[src/rtl/recovery_ctrl.sv]
// ---------------------------------------------------------------------------
// recovery_ctrl
// Rollback-recovery sequencer for the fault-tolerant core pair. When an
// error is flagged it halts the cores and waits for their halt acknowledge.
// It then shifts the special-purpose register chain for NUM_SPC cycles and
// replays NUM_REG GPR addresses over a valid/ready handshake. Finally it
// pulses resume for one cycle.
// An error that arrives mid-recovery restarts the sequence. After MAX_RETRY
// restarts a further error parks the block in a sticky FAIL state, which
// only rst_i clears.
//
// Ports
//   clk_i          : clock, all state changes on the rising edge
//   rst_i          : asynchronous active-high reset
//   error_i        : error level from the checker
//   halted_i       : cores report halted
//   replay_ready_i : copy port accepts the current address
//   halt_o         : halt request (HALT, SPC, GPR, FAIL)
//   shift_o        : SPR chain shift enable (SPC)
//   replay_valid_o : replay_addr_o valid (GPR)
//   replay_addr_o  : GPR address being replayed
//   resume_o       : one-cycle resume pulse (DONE)
//   busy_o         : recovery in progress (HALT, SPC, GPR, DONE)
//   fail_o         : sticky failure flag (FAIL)
//   retry_cnt_o    : restarts taken in the current event
//
// state | meaning
// ------+-------------------------------------------------------------
// IDLE  | waiting for an error
// HALT  | halt requested, waiting for halted_i
// SPC   | shifting special-purpose words, NUM_SPC cycles
// GPR   | replaying GPR addresses 0..NUM_REG-1 over valid/ready
// DONE  | one-cycle resume pulse
// FAIL  | retries exhausted, cores held halted until reset
// ---------------------------------------------------------------------------
module recovery_ctrl #(
  parameter int ADDR_WIDTH = 5,
  parameter int NUM_REG    = 2**ADDR_WIDTH,
  parameter int NUM_SPC    = 2,
  parameter int MAX_RETRY  = 3,
  parameter int RETRY_W    = (MAX_RETRY > 0) ? $clog2(MAX_RETRY + 1) : 1
) (
  input  logic                  clk_i,
  input  logic                  rst_i,
  input  logic                  error_i,
  input  logic                  halted_i,
  input  logic                  replay_ready_i,
  output logic                  halt_o,
  output logic                  shift_o,
  output logic                  replay_valid_o,
  output logic [ADDR_WIDTH-1:0] replay_addr_o,
  output logic                  resume_o,
  output logic                  busy_o,
  output logic                  fail_o,
  output logic [RETRY_W-1:0]    retry_cnt_o
);

  localparam int SPC_W = (NUM_SPC > 1) ? $clog2(NUM_SPC) : 1;
  localparam logic [SPC_W-1:0]      SPC_LAST  = SPC_W'(NUM_SPC - 1);
  localparam logic [ADDR_WIDTH-1:0] ADDR_LAST = ADDR_WIDTH'(NUM_REG - 1);
  localparam logic [RETRY_W-1:0]    RETRY_MAX = RETRY_W'(MAX_RETRY);

  // One-hot so every output decode below is a plain OR of flop bits.
  typedef enum logic [5:0] {
    S_IDLE = 6'b000001,
    S_HALT = 6'b000010,
    S_SPC  = 6'b000100,
    S_GPR  = 6'b001000,
    S_DONE = 6'b010000,
    S_FAIL = 6'b100000
  } state_t;

  state_t                r_state;
  logic [SPC_W-1:0]      r_spc;
  logic [ADDR_WIDTH-1:0] r_addr;
  logic [RETRY_W-1:0]    r_retry;
  logic                  w_in_seq;

  // States in which an error restarts (or aborts) the sequence.
  assign w_in_seq = (r_state == S_HALT) || (r_state == S_SPC) || (r_state == S_GPR);

  always_ff @(posedge clk_i or posedge rst_i) begin
    if (rst_i) begin
      r_state <= S_IDLE;
      r_spc   <= '0;
      r_addr  <= '0;
      r_retry <= '0;
    end else if (w_in_seq && error_i) begin
      // The error takes priority over whatever the current state would do.
      if (r_retry == RETRY_MAX) begin
        r_state <= S_FAIL;
      end else begin
        r_retry <= r_retry + RETRY_W'(1);
        r_spc   <= '0;
        r_addr  <= '0;
        r_state <= S_HALT;
      end
    end else begin
      case (r_state)
        S_IDLE: begin
          if (error_i) begin
            r_retry <= '0;
            r_spc   <= '0;
            r_addr  <= '0;
            r_state <= S_HALT;
          end
        end
        S_HALT: begin
          if (halted_i) begin
            r_spc   <= '0;
            r_state <= S_SPC;
          end
        end
        S_SPC: begin
          if (r_spc == SPC_LAST) begin
            r_addr  <= '0;
            r_state <= S_GPR;
          end else begin
            r_spc <= r_spc + SPC_W'(1);
          end
        end
        S_GPR: begin
          // Terminal compare before the increment, so a full-range
          // NUM_REG never wraps the address counter.
          if (replay_ready_i) begin
            if (r_addr == ADDR_LAST) r_state <= S_DONE;
            else                     r_addr  <= r_addr + ADDR_WIDTH'(1);
          end
        end
        S_DONE: begin
          // An error seen while resuming starts a fresh event.
          if (error_i) begin
            r_retry <= '0;
            r_spc   <= '0;
            r_addr  <= '0;
            r_state <= S_HALT;
          end else begin
            r_state <= S_IDLE;
          end
        end
        S_FAIL:  r_state <= S_FAIL;
        default: r_state <= S_IDLE;
      endcase
    end
  end

  assign halt_o         = (r_state == S_HALT) || (r_state == S_SPC) ||
                          (r_state == S_GPR)  || (r_state == S_FAIL);
  assign shift_o        = (r_state == S_SPC);
  assign replay_valid_o = (r_state == S_GPR);
  assign resume_o       = (r_state == S_DONE);
  assign busy_o         = (r_state == S_HALT) || (r_state == S_SPC) ||
                          (r_state == S_GPR)  || (r_state == S_DONE);
  assign fail_o         = (r_state == S_FAIL);
  assign replay_addr_o  = r_addr;
  assign retry_cnt_o    = r_retry;

endmodule
[config.mk]
export PLATFORM = sky130hd
export DESIGN_NAME = recovery_ctrl
export DESIGN_NICKNAME = d
export VERILOG_FILES = /design/src/rtl/recovery_ctrl.sv
export SDC_FILE = /design/constraint.sdc
export NUM_CORES = 1
export LEC_CHECK = 0
export BUFFER_PORTS_ARGS = -buffer_cell sky130_fd_sc_hd__buf_4
export CAP_MARGIN = 20
export CELL_PAD_IN_SITES_DETAIL_PLACEMENT = 1
export CELL_PAD_IN_SITES_GLOBAL_PLACEMENT = 1
export CORE_ASPECT_RATIO = 0.7
export CORE_MARGIN = 2
export CORE_UTILIZATION = 44
export CTS_BUF_LIST = sky130_fd_sc_hd__clkbuf_4 sky130_fd_sc_hd__clkbuf_8
export CTS_CLUSTER_SIZE = 28
export DETAILED_ROUTE_END_ITERATION = 8
export PLACE_DENSITY_LB_ADDON = 0.1
export SLEW_MARGIN = 40
export SYNTH_ARGS = -nofsm -noshare
export SYNTH_HDL_FRONTEND = slang
export SYNTH_SLANG_ARGS = --single-unit
[constraint.sdc]
create_clock -name clk_i -period 2.87 [get_ports clk_i]
set_input_delay 0.1435 -clock clk_i [delete_from_list [all_inputs] [get_ports clk_i]]
set_output_delay 0.1435 -clock clk_i [all_outputs]
set_load 0.03 [all_outputs]
; Word level (Yosys, flattened, before mapping)
; Cells that the tools add are included.
[classes]
n_eq_ne = 16
addsub = 3
muxes = 26
reduce_logical = 14
[op_table]
columns = op, count
row1 = 6-bit 2-to-1 mux, 7
row2 = 6-bit case mux with 6 select lines, 1
row3 = 5-bit 2-to-1 mux, 6
row4 = 5-bit case mux with 3 select lines, 1
row5 = 2-bit 2-to-1 mux, 5
row6 = 3-bit by 1-bit inequality test with 1-bit output (second input constant), 3
row7 = 4-bit nonzero test, 2
row8 = 6-bit by 1-bit == test with 1-bit output (second input constant), 1
row9 = 6-bit by 2-bit == test with 1-bit output (second input constant), 1
row10 = 6-bit by 3-bit == test with 1-bit output (second input constant), 1
row11 = 6-bit by 4-bit == test with 1-bit output (second input constant), 1
row12 = 6-bit by 5-bit == test with 1-bit output (second input constant), 1
row13 = 6-bit == test (second input constant), 1
row14 = 3-bit by 2-bit inequality test with 1-bit output (second input constant), 2
row15 = 3-bit inequality test (second input constant), 2
row16 = 6-bit AND reduction, 1
row17 = 5-bit by 1-bit adder with 5-bit output (second input constant), 1
row18 = 5-bit == test (second input constant), 1
row19 = 1-bit 2-to-1 mux, 5
row20 = 5-bit AND reduction, 1
row21 = 1-bit logical OR, 4
row22 = 4-bit AND reduction, 1
row23 = 2-bit nonzero test, 2
row24 = 1-bit case mux with 3 select lines, 1
row25 = other kinds (7), 7
[totals]
regBits = 14

; Logic depth before layout (Yosys ltp)
[depth]
ltp_word = 6
ltp_mapped = 7

; Worst setup path after synthesis
; No wires, ideal clock.
[synth_path]
path_type = reg-to-reg
from = reg r_addr[0], in the netlist replay_addr_o[0]
to = reg r_addr[0], in the netlist replay_addr_o[0]
path_stages_with_launch = 7
t_arrival_ps = 2075
t_required_ps = 2745
setup_slack_ps = 670
setup_ps = 125
path_cell_list = dfrtp_1 ha_1 and3_1 ha_1 a2111o_1 a21oi_4 mux2_4
[synth_via]
elab_chain_cells = 5
word_cells_on_any_way = 8
[synth_rtl]
columns = element, line_no
row1 = from (decl), 75  ; logic [ADDR_WIDTH-1:0] r_addr;
row2 = from (signal assigned), 127  ; else r_addr <= r_addr + ADDR_WIDTH'(1);
row3 = 5-bit by 1-bit adder with 5-bit output, 127
row4 = 5-bit 2-to-1 mux, 126  ; if (r_addr == ADDR_LAST) r_state <= S_DONE;
row5 = 5-bit 2-to-1 mux, 125  ; if (replay_ready_i) begin
row6 = 5-bit case mux with 3 select lines, 99  ; case (r_state)
row7 = 5-bit 2-to-1 mux, 88  ; end else if (w_in_seq && error_i) begin
; Several ways; a longest one is shown, not always the timed one. The select of a mux whose other input is x is not followed.
; A chain may end at the register's enable or synchronous reset.

; Worst setup path after layout
[layout_path]
from = reg r_state[2]
to = reg r_addr[0], in the netlist replay_addr_o[0]
[layout_via]
elab_chain_cells = 6
word_cells_on_any_way = 18
[layout_rtl]
columns = element, line_no
row1 = from (decl), 73  ; state_t r_state;
row2 = from (signal assigned), 84  ; r_state <= S_IDLE;
row3 = from (signal assigned), 91  ; r_state <= S_FAIL;
row4 = from (signal assigned), 96  ; r_state <= S_HALT;
row5 = 6-bit by 2-bit == test with 1-bit output / 6-bit by 3-bit == test with 1-bit output (equally long branches), "80, 99"
row6 = 1-bit logical OR (2 in a row), 80  ; assign w_in_seq = (r_state == S_HALT) || (r_state == S_SPC) || (r_state == S_GPR);
row7 = 1-bit logical AND, 88
row8 = "3-bit inequality test (no source line), or another cell as far along", -
row9 = 6-bit AND reduction (no source line), -
; Several ways; a longest one is shown, not always the timed one.

==> results.txt <==
- The flow ran to the end, and the final reports show no timing, DRC or antenna violations.
- Summed over all cells, the static leakage comes to 0.630 nW.
* Reg clk slew, reported paths: 0.06 ns
- Power spread over the standard cell area amounts to 851 nW/um^2.
- Hold violation total from the final report: 0
* Flops & latches, synth: 14
- STA puts the critical path data required time at 3.00 ns.
* Distinct cells, synth: 48
- The number of antenna violations at the first check in global routing came to 0.
- Buffer depth of the longest clock path: 2
- Prior to clock tree synthesis, the placed netlist has a worst setup slack of 0.564 ns.
- Total power for the finished layout comes to 1.14 mW.
- Layout cell share with drive strength beyond 1: 26.2%
* Compound-gate portion of the synthesized area: between 20% and 30%
- Largest net degree at the start of global routing: 18
- Finish-stage setup viols: 0
- Fin crit share: 83.1%
* Synthesized Nets: ~130
- The final layout contains 150 nets.
- Total half-perimeter wirelength after legalization and detailed placement: 2.49 mm
- The floorplan has 15 rows.
- CTS built an H-tree with a depth of 1.
- The worst hold path belongs to the class in2reg.
* Worst-path maximum fanout: 17
- Total global routing overflow: 0
- Crit Path Class: reg2reg
- Highest-count cells in the layout ignoring fill and taps: 18 x sky130_fd_sc_hd__buf_4, 13 x sky130_fd_sc_hd__dfrtp_1, 12 x sky130_fd_sc_hd__nor2_1
* Final worst path period need: 2.38 ns
- In this run, synthesis inferred 0 flip-flops with an integrated enable.
- Slew of the pin with the lowest slew margin: 0.604 ns
- After synthesis, flip-flops and latches occupy 30.5% of the total area.
- After technology mapping, the gate count stands at 126.
- Across the run, the number of max-cap violations was 0.
- In this run the tightest slew margin relative to its limit is 59.8%.
- In this run the vertical extent of the chip is 46.8 microns.
- Number of diodes: 0
- Setup repair after global routing left no endpoint under its margin.
- In this run, CTS created clock tree buffers numbering 3.
* Number of global-route vias before repair: 1,086
* Fraction of synthesized cell area in xor and xnor cells: 2.28%
- Commonest register cell after synthesis: sky130_fd_sc_hd__dfrtp_1
- In the routed design, unresolved DRC markers number 0.
* Average vias per placed instance: 6.02
- # placed instances: 170
* Routed Antenna Nets: 0
- Worst path setup slack after routing: 0.486 ns
- For this run, asynchronously set or reset flops after synthesis account for 100%.
- Synth warnings: 0
- Synth Area in Adders: 3.26%
- Of the post-synthesis cell area, the part taken by muxes is under 10%.
- STA classifies the critical path endpoint as a register.
- Based on the critical path, the design can be clocked at up to between 400 and 500 MHz.
- Fillcell total: 316
- The final count of pins violating max slew was 0.
- Post-layout utilization of the core: 54.0%
* Starting Density: 46.5%
- Clock latency on the worst-skew pair, taken at its later pin, is 0.25 ns.
* First-pass GRT wire length: about 5.5 mm
* Commonest non-fill, non-tap cell in the layout: sky130_fd_sc_hd__buf_4
- Port buffering added 17 buffers.
- Post-CTS Setup Inserts: 0
* Area grow syn2layout: 16.3%
- Setup total negative slack on the finished layout was measured at 0 ns.
* Non-filler instance count after layout: 175
- Measured along the x axis, the die boundary spans between 60 and 70 microns.
- The routed design has 3.51 mm of wire.
- Startpoint Class: register
- Total number of clock tree sinks: 14
- The detailed router placed 1,053 vias in this run.
- The root buffer cell chosen for the clock tree is sky130_fd_sc_hd__clkbuf_8.
* Drt first-iter violations: 52
* Die Footprint: between 3000 and 4000 sq um
- Global placer's final weighted congestion: 0.863
* Mapped cell area: 1150 sq um
- After synthesis, the mean cell area works out to 9.14 sq um.
- DR WL/cell: 20.0 microns
* Worst-case vdd ir drop: about 0.4 mV
- Core ar.: 2480 sq um
- After Yosys synthesis, and, or, nand and nor cells account for about a quarter of the synthesized area.
- Data arrives at the worst endpoint at 2.51 ns.
- Number of iterations in the first detailed-routing pass: 4
- Global routing usage summed across all routing layers: 25.1%
* Number of top-level pins: 18
- Main combinational cell family by area after synthesis: simple AND/OR/NAND/NOR gates
* Clock Skews: between 0.002 and 0.003 ns
* TritonCTS clock tree: done
==> final timing paths <==
kind	to	start	cells past startpoint	slack [ns]
max in group asynchronous	replay_addr_o[0]	rst_i	3	1.96
hold / removal	r_state[1]	halted_i	2	0.16
setup reg to reg	replay_addr_o[0]	r_state[2]	5	0.49
hold reg to reg	r_spc	r_spc	1	0.56
setup / recovery	replay_addr_o[0]	r_state[2]	5	0.49
min in group asynchronous	retry_cnt_o[1]	rst_i	3	0.52
==> logic make-up (layout without fill, tap and decap cells) <==
logic type      count (synthesis)  after routing
buf+inv                        15             30
xor+xnor                        3              3
simple gates                   50             50
mux                             6              6
compound gates                 35             35
flops                          14             14
fa+ha+maj                       3              3
==> Yosys cell counts, drive strengths merged, types with 2 or more instances <==
cell type	number	area, sq um
o2bb2ai	2	17.5
o211ai	2	15.0
o21ai	7	35.0
inv	7	26.3
a221oi	4	58.8
buf	8	55.1
ha	3	37.5
or3	3	18.8
and3	4	25.0
xor2	3	26.3
nor2b	3	18.8
a211oi	2	15.0
a31oi	4	25.0
nand2b	3	18.8
nand3	3	15.0
o31ai	2	15.0
a21oi	4	31.3
nor3	5	30.0
dfrtp	13	325
nor3b	3	22.5
mux2	5	67.6
nand2	7	26.3
a31o	2	17.5
nor2	13	51.3
==> area by class of cell <==
type,count,area [sq um],share of cell area [%]
multi-input combinational,97,718,53.6
sequential,14,352,26.3
timing repair buffer,19,145,10.8
clock buffer,4,55.1,4.11
tap,34,42.5,3.18
inverter,7,26.3,1.96
==> registers in the layout, summed over array words and instances (netlist names) <==
signal         count
replay_addr_o      5
r_state            6
retry_cnt_o        2
r_spc              1
==> repair_timing <==
action	in CTS	in global routing
hold buffers	1	0
setup endpoints to repair	0	0
gates resized for setup	0	0
endpoints found under the hold margin	13	0
==> through the flow <==
step                      hold WS [ns]  instance area [sq um]
after global placement           0.232                   1270
final                            0.164                   1340
after global routing             0.171                   1340
after detailed placement         0.242                   1270
after CTS                        0.162                   1340
after floorplan                 0.0320                   1150
==> routing by layer <==
metal	part of all wire, %	wire length (microns)	vias up	global-route usage [%]
met5	0	0	-	0
met4	0.51	18	0	5.00
met3	3.0	105	2	4.56
met2	47	1650	18	43.9
met1	49	1730	535	33.9
li1	-	-	498	-
==> critical path: stages (launching register included) <==
cell and delay (ns):
sky130_fd_sc_hd__dfrtp_1 0.73, sky130_fd_sc_hd__xor2_1 0.33, sky130_fd_sc_hd__a221oi_1 0.15, sky130_fd_sc_hd__a2111o_1 0.48, sky130_fd_sc_hd__a21oi_4 0.25, sky130_fd_sc_hd__mux2_4 0.33
==> power by group <==
part | switching [mW] | internal (mW) | total, mW | leakage [nW]
Sequential | 0.0924 | 0.235 | 0.327 | 0.189
Combinational | 0.358 | 0.258 | 0.616 | 0.412
Clock | 0.0753 | 0.122 | 0.197 | 0.0288
Total | 0.526 | 0.614 | 1.14 | 0.630
(Power assumes the default switching activity.)
